==> src/rtl/mem_arbiter_if.sv <==
// Request/response bundle between the datapath, the arbiter and the single-ported RAM.
interface mem_arbiter_if;
    localparam int unsigned WORD_W = 32;

    logic              iREN;
    logic [WORD_W-1:0] iaddr;
    logic              dREN;
    logic              dWEN;
    logic [WORD_W-1:0] daddr;
    logic [WORD_W-1:0] dstore;
    logic              ihit;
    logic              dhit;
    logic [WORD_W-1:0] iload;
    logic [WORD_W-1:0] dload;
    logic              ram_ren;
    logic              ram_wen;
    logic [WORD_W-1:0] ram_addr;
    logic [WORD_W-1:0] ram_store;
    logic [WORD_W-1:0] ram_load;
    logic              ram_ready;
    logic              timeout_err;

    // Arbiter view
    modport slave (
        input  iREN, iaddr, dREN, dWEN, daddr, dstore, ram_load, ram_ready,
        output ihit, dhit, iload, dload, ram_ren, ram_wen, ram_addr, ram_store, timeout_err
    );

    // Datapath + RAM model view
    modport master (
        output iREN, iaddr, dREN, dWEN, daddr, dstore, ram_load, ram_ready,
        input  ihit, dhit, iload, dload, ram_ren, ram_wen, ram_addr, ram_store, timeout_err
    );
endinterface

==> src/rtl/mem_arbiter.sv <==
// Serializes fetch and data requests onto one RAM port; data has priority,
// and a watchdog aborts any access whose ram_ready never arrives.
module mem_arbiter #(
    parameter int unsigned TIMEOUT  = 64,
    parameter logic [31:0] ERR_WORD = 32'hBAD1BAD1
) (
    input  logic          CLK,
    input  logic          nRST,
    mem_arbiter_if.slave  bus
);
    localparam int unsigned WORD_W = 32;
    localparam int unsigned CNT_W  = $clog2(TIMEOUT + 1);

    typedef enum logic [1:0] {IDLE, DACC, IACC, HIT} state_e;

    state_e             state_q, state_d;
    logic [CNT_W-1:0]   cnt_q, cnt_d;
    logic               is_wr_q, is_wr_d;
    logic               ihit_q, ihit_d;
    logic               dhit_q, dhit_d;
    logic               ram_ren_q, ram_ren_d;
    logic               ram_wen_q, ram_wen_d;
    logic               timeout_err_q, timeout_err_d;
    logic [WORD_W-1:0]  iload_q, iload_d;
    logic [WORD_W-1:0]  dload_q, dload_d;
    logic [WORD_W-1:0]  ram_addr_q, ram_addr_d;
    logic [WORD_W-1:0]  ram_store_q, ram_store_d;
    logic               expire;
    logic [WORD_W-1:0]  rd_word;

    always_ff @(posedge CLK or negedge nRST) begin
        if (!nRST) begin
            state_q       <= IDLE;
            cnt_q         <= '0;
            is_wr_q       <= 1'b0;
            ihit_q        <= 1'b0;
            dhit_q        <= 1'b0;
            ram_ren_q     <= 1'b0;
            ram_wen_q     <= 1'b0;
            timeout_err_q <= 1'b0;
            iload_q       <= '0;
            dload_q       <= '0;
            ram_addr_q    <= '0;
            ram_store_q   <= '0;
        end else begin
            state_q       <= state_d;
            cnt_q         <= cnt_d;
            is_wr_q       <= is_wr_d;
            ihit_q        <= ihit_d;
            dhit_q        <= dhit_d;
            ram_ren_q     <= ram_ren_d;
            ram_wen_q     <= ram_wen_d;
            timeout_err_q <= timeout_err_d;
            iload_q       <= iload_d;
            dload_q       <= dload_d;
            ram_addr_q    <= ram_addr_d;
            ram_store_q   <= ram_store_d;
        end
    end

    // An expired access still completes through HIT, returning ERR_WORD for reads.
    always_comb begin
        state_d       = state_q;
        cnt_d         = cnt_q;
        is_wr_d       = is_wr_q;
        ihit_d        = 1'b0;
        dhit_d        = 1'b0;
        ram_ren_d     = ram_ren_q;
        ram_wen_d     = ram_wen_q;
        timeout_err_d = timeout_err_q;
        iload_d       = iload_q;
        dload_d       = dload_q;
        ram_addr_d    = ram_addr_q;
        ram_store_d   = ram_store_q;
        expire        = !bus.ram_ready && (cnt_q == CNT_W'(TIMEOUT - 1));
        rd_word       = bus.ram_ready ? bus.ram_load : ERR_WORD;

        unique case (state_q)
            IDLE: begin
                if (bus.dREN || bus.dWEN) begin
                    state_d    = DACC;
                    cnt_d      = '0;
                    is_wr_d    = bus.dWEN;
                    ram_ren_d  = !bus.dWEN;
                    ram_wen_d  = bus.dWEN;
                    ram_addr_d = bus.daddr;
                    if (bus.dWEN) begin
                        ram_store_d = bus.dstore;
                    end
                end else if (bus.iREN) begin
                    state_d    = IACC;
                    cnt_d      = '0;
                    is_wr_d    = 1'b0;
                    ram_ren_d  = 1'b1;
                    ram_wen_d  = 1'b0;
                    ram_addr_d = bus.iaddr;
                end
            end
            DACC, IACC: begin
                if (bus.ram_ready || expire) begin
                    state_d   = HIT;
                    ram_ren_d = 1'b0;
                    ram_wen_d = 1'b0;
                    if (expire) begin
                        timeout_err_d = 1'b1;
                    end
                    if (state_q == DACC) begin
                        dhit_d = 1'b1;
                        if (!is_wr_q) begin
                            dload_d = rd_word;
                        end
                    end else begin
                        ihit_d  = 1'b1;
                        iload_d = rd_word;
                    end
                end else begin
                    cnt_d = cnt_q + CNT_W'(1);
                end
            end
            // Requests are still held during the hit cycle; ignore them here.
            HIT: state_d = IDLE;
            default: state_d = IDLE;
        endcase
    end

    assign bus.ihit        = ihit_q;
    assign bus.dhit        = dhit_q;
    assign bus.iload       = iload_q;
    assign bus.dload       = dload_q;
    assign bus.ram_ren     = ram_ren_q;
    assign bus.ram_wen     = ram_wen_q;
    assign bus.ram_addr    = ram_addr_q;
    assign bus.ram_store   = ram_store_q;
    assign bus.timeout_err = timeout_err_q;
endmodule

==> src/flat_wrapper.sv <==
// flat-port wrapper written by rule: the top's interface ports become plain ports
module mem_arbiter_flat 
#(
    parameter int unsigned TIMEOUT  = 64,
    parameter logic [31:0] ERR_WORD = 32'hBAD1BAD1
)
  (CLK, nRST, bus_iREN, bus_iaddr, bus_dREN, bus_dWEN, bus_daddr, bus_dstore, bus_ram_load, bus_ram_ready, bus_ihit, bus_dhit, bus_iload, bus_dload, bus_ram_ren, bus_ram_wen, bus_ram_addr, bus_ram_store, bus_timeout_err);
  mem_arbiter_if bus_i ();
  input  logic CLK;
  input  logic nRST;
  input wire logic [$bits(bus_i.iREN)-1:0] bus_iREN;
  input wire logic [$bits(bus_i.iaddr)-1:0] bus_iaddr;
  input wire logic [$bits(bus_i.dREN)-1:0] bus_dREN;
  input wire logic [$bits(bus_i.dWEN)-1:0] bus_dWEN;
  input wire logic [$bits(bus_i.daddr)-1:0] bus_daddr;
  input wire logic [$bits(bus_i.dstore)-1:0] bus_dstore;
  input wire logic [$bits(bus_i.ram_load)-1:0] bus_ram_load;
  input wire logic [$bits(bus_i.ram_ready)-1:0] bus_ram_ready;
  output wire logic [$bits(bus_i.ihit)-1:0] bus_ihit;
  output wire logic [$bits(bus_i.dhit)-1:0] bus_dhit;
  output wire logic [$bits(bus_i.iload)-1:0] bus_iload;
  output wire logic [$bits(bus_i.dload)-1:0] bus_dload;
  output wire logic [$bits(bus_i.ram_ren)-1:0] bus_ram_ren;
  output wire logic [$bits(bus_i.ram_wen)-1:0] bus_ram_wen;
  output wire logic [$bits(bus_i.ram_addr)-1:0] bus_ram_addr;
  output wire logic [$bits(bus_i.ram_store)-1:0] bus_ram_store;
  output wire logic [$bits(bus_i.timeout_err)-1:0] bus_timeout_err;
  assign bus_i.iREN = bus_iREN;
  assign bus_i.iaddr = bus_iaddr;
  assign bus_i.dREN = bus_dREN;
  assign bus_i.dWEN = bus_dWEN;
  assign bus_i.daddr = bus_daddr;
  assign bus_i.dstore = bus_dstore;
  assign bus_i.ram_load = bus_ram_load;
  assign bus_i.ram_ready = bus_ram_ready;
  assign bus_ihit = bus_i.ihit;
  assign bus_dhit = bus_i.dhit;
  assign bus_iload = bus_i.iload;
  assign bus_dload = bus_i.dload;
  assign bus_ram_ren = bus_i.ram_ren;
  assign bus_ram_wen = bus_i.ram_wen;
  assign bus_ram_addr = bus_i.ram_addr;
  assign bus_ram_store = bus_i.ram_store;
  assign bus_timeout_err = bus_i.timeout_err;
  mem_arbiter #(.TIMEOUT(TIMEOUT), .ERR_WORD(ERR_WORD)) u_core (.CLK(CLK), .nRST(nRST), .bus(bus_i));
endmodule
==> config.mk <==
export PLATFORM = sky130hd
export DESIGN_NAME = mem_arbiter_flat
export DESIGN_NICKNAME = d
export VERILOG_FILES = /design/src/rtl/mem_arbiter_if.sv /design/src/rtl/mem_arbiter.sv /design/src/flat_wrapper.sv
export SDC_FILE = /design/constraint.sdc
export NUM_CORES = 1
export LEC_CHECK = 0
export CORE_ASPECT_RATIO = 0.75
export CORE_MARGIN = 8
export CORE_UTILIZATION = 41
export CTS_CLUSTER_SIZE = 16
export DETAILED_ROUTE_END_ITERATION = 8
export PLACE_DENSITY = 0.8
export SLEW_MARGIN = 30
export SYNTH_ARGS = -nofsm -noshare
export SYNTH_HDL_FRONTEND = slang
export SYNTH_SLANG_ARGS = --single-unit
==> constraint.sdc <==
create_clock -name CLK -period 2.33 [get_ports CLK]
set_input_delay 0.466 -clock CLK [delete_from_list [all_inputs] [get_ports CLK]]
set_output_delay 0.466 -clock CLK [all_outputs]
set_load 0.02 [all_outputs]
==> metrics.yaml, run 1 <==
grt:
  grt_pass1_wl_um: 27600
  grt_pass1_vias: 5029
  grt_overflow: 0
  grt_usage_pct: 18.9
  antenna_found_initial: 0
  grt_max_degree: 65
timing:
  hold_viol_final: 0
  finalCritPeriodShare_pct: 92.7
  maxSlewHeadroom_pct: 52.1
  finalSetupTns_ps: 0
  worst_slack_ps: 171
  rsz0062_at_grt: "no"
  finalClockSkew_ps: 10.7
  tightest_slew_ps: 716
  final_max_slew_viol_count: 0
  finalSetupViolations: 0
  fmax_mhz: 463
  post-route-min-period_ps: 2160
setup_path:
  crit_fanout: 18
  end_kind: "flip-flop"
  required_ps: 2660
  critPathSlowestCell: "and2_1"
  max_stage_delay_ps: 650
  path_buf_inv: 0
  startpoint: "u_core.cnt_q[1]"
  r2r-start: "u_core.cnt_q[1]"
  timing.rr.end: "u_core.bus.iload[16]"
  worst-setup-path-type: "reg2reg"
  timing.reg2reg.setup_slack_ps: 170
  crit_family: "simple AND/OR/NAND/NOR gates"
  worstPathArrival_ps: 2490
  crit_path_start_kind: "flip-flop"
  reg2reg_depth: 5
  path_cells: "ha_1, nand4b_4, o21bai_2, and2_1, o22a_1"
synth:
  synthMuxAreaShare_pct: 12.3
  synth_area_leader_cell: "dfrtp_1"
  synth-adder-area-share_pct: 1.08
  async_reset_ff_share_pct: 100
  yosysUniqueCellTypes: 42
  synth_top_area_share_pct: 61.9
  synthTopCellsByArea: "dfrtp_1, mux2_2, mux2i_1, a22o_1, o22a_2"
  synth_compound_area_share_pct: 15.7
  ys_seq_elements: 143
  synth_ff_type: "dfrtp_1"
  synth_area_per_cell_um2: 13.2
  synthCells: 438
  synthXorXnorAreaFrac_pct: 0
  synth_warnings: 0
  yosysSeqAreaShare_pct: 61.9
  synth_edf_count: 0
  syn_area_mm2: 0.00578
  synth_top_family_by_area: "compound AO/OA/AOI/OAI gates"
  synth_nets: 577
  synthSimpleGateAreaFrac_pct: 6.25
pwr:
  vdd_drop_max_v: 0.000680
  power.density_mw_per_mm2: 1440
  p_leak_nw: 3.98
worst_hold_path:
  min_path_type: "in2async"
layout:
  syn_to_final_growth_pct: 60.4
  drive_gt1_share_pct: 14.8
  fin_cells: 896
  layout_common_cells: "clkdlybuf4s50_1, dfrtp_1, nand2_1"
  fin_util_pct: 67.5
  layout_commonest_cell: "clkdlybuf4s50_1"
  fin_nets: 847
  diodes: 0
routing:
  routed-wl-met3_um: 1770
  vias_per_cell: 5.11
  avgRoutedWirePerCell_um: 19.2
  antenna_left: 0
  drt_iter0_drc: 195
  wl_um: 17200
  dr.max_layer_used: "met4"
  via_count: 4580
  wl_met1_um: 7080
  drcViolationCount: 0
  first_pass_iters: 4
  met2_length_um: 8070
clock_network:
  cts_tree: "yes"
  ctsResizeCount: 0
  path_clk_slew_ps: 60
  ctsHtreeMaxLevel: 4
  root_buffer: "clkbuf_16"
  cts_buffers: 17
  cts_buffer_depth: 2
  post_cts_buffers: 0
  numClockSinks: 143
  hold_buffers: 0
  clock_latency_ps: 410
place:
  io_buffers: 266
  pre_cts_slack_ps: 52.7
  place.gp.congestion: 0.763
  place_inst: 864
  dp_hpwl_um: 13100
run_status:
  outcome: "finished, final reports clean"
flow_run:
  drv_cap: 0
floorplanning:
  die_x_um: 153
  die_h_um: 119
  coreArea_mm2: 0.0137
  rows: 37
  die-area_mm2: 0.0182
  start_util_pct: 42.1
  io_pins: 267
-- registers in the layout, summed over array words and instances (netlist names) --
| register | flops |
|---|---|
| u_core.bus.timeout_err | 1 |
| u_core.bus.dload | 32 |
| u_core.bus.ram_store | 32 |
| u_core.bus.ram_addr | 32 |
| u_core.bus.ram_wen | 1 |
| u_core.bus.iload | 32 |
| u_core.bus.ram_ren | 1 |
| u_core.is_wr_q | 1 |
| u_core.bus.ihit | 1 |
| u_core.bus.dhit | 1 |
| u_core.state_q | 2 |
| u_core.cnt_q | 7 |
-- final cells by class --
cell class                 count  area (um2)
fill                        1004        4470
multi-input combinational    262        2050
sequential                   143        3580
clock inverter                15         168
clock buffer                  17         425
inverter                       4        15.0
tap                          175         219
timing repair buffer         280        2820
-- worst max-delay path by stage --
| stage | to | slack [ps] | depth (start not counted) |
|---|---|---|---|
| final | u_core.bus.iload[16] | 170 | 5 |
| after global routing | u_core.bus.iload[16] | 20 | 5 |
| after CTS | u_core.bus.iload[16] | 140 | 5 |
| after detailed placement | u_core.bus.dload[25] | 50 | 4 |
| after global placement | u_core.bus.dload[15] | 130 | 4 |
| after floorplan | u_core.cnt_q[0] | 550 | 8 |
-- cell families after synthesis --
logic type               Yosys count
flip-flops                       143
AO/OA/AOI/OAI                    117
AND/OR/NAND/NOR                   73
multiplexers                      67
buffers and inverters             33
adder cells (fa/ha/maj)            5
-- per-stage QoR --
| stage | hold WS, ps | instance area (um2) | power, mW |
|---|---|---|---|
| finish | 11.3 | 9280 | 13.3 |
| global route | 43.5 | 9280 | 14.1 |
| CTS | 19.4 | 9280 | 13.5 |
| detailed placement | 461 | 8680 | 10.7 |
| global placement | 452 | 8680 | 10.5 |
| floorplan | 170 | 5780 | 7.47 |
-- report_power, final --
part	total (mW)	switching (mW)	internal, mW
sequential	4.29	0.666	3.63
combinational	6.35	3.18	3.17
clock	2.69	1.16	1.53
total	13.3	5.00	8.33
-- per-layer routing --
| layer | track usage [%] | vias to the layer above |
|---|---|---|
| met3 | 9.28 | 17 |
| met1 | 22.5 | 2231 |
| met5 | 0 | - |
| met2 | 29.8 | 186 |
| met4 | 5.67 | 0 |
| li1 | - | 2146 |
-- Yosys cell counts (4+ instances only) --
master	count
dfrtp_1	143
nand2_1	46
mux2i_1	34
o21ai_0	34
mux2_2	33
a22o_1	28
o22a_1	19
o22a_2	19
clkbuf_1	14
buf_2	11
ha_1	5
and2_1	4
nor2_1	4
Note: power is estimated with default switching activity, not from simulation.
==> run 2: changes to the inputs <==
Settings changed: CAP_MARGIN from default to 20.
==> results of run 2 <==
Final layout, timing and power as in run 1 (identical DEF).
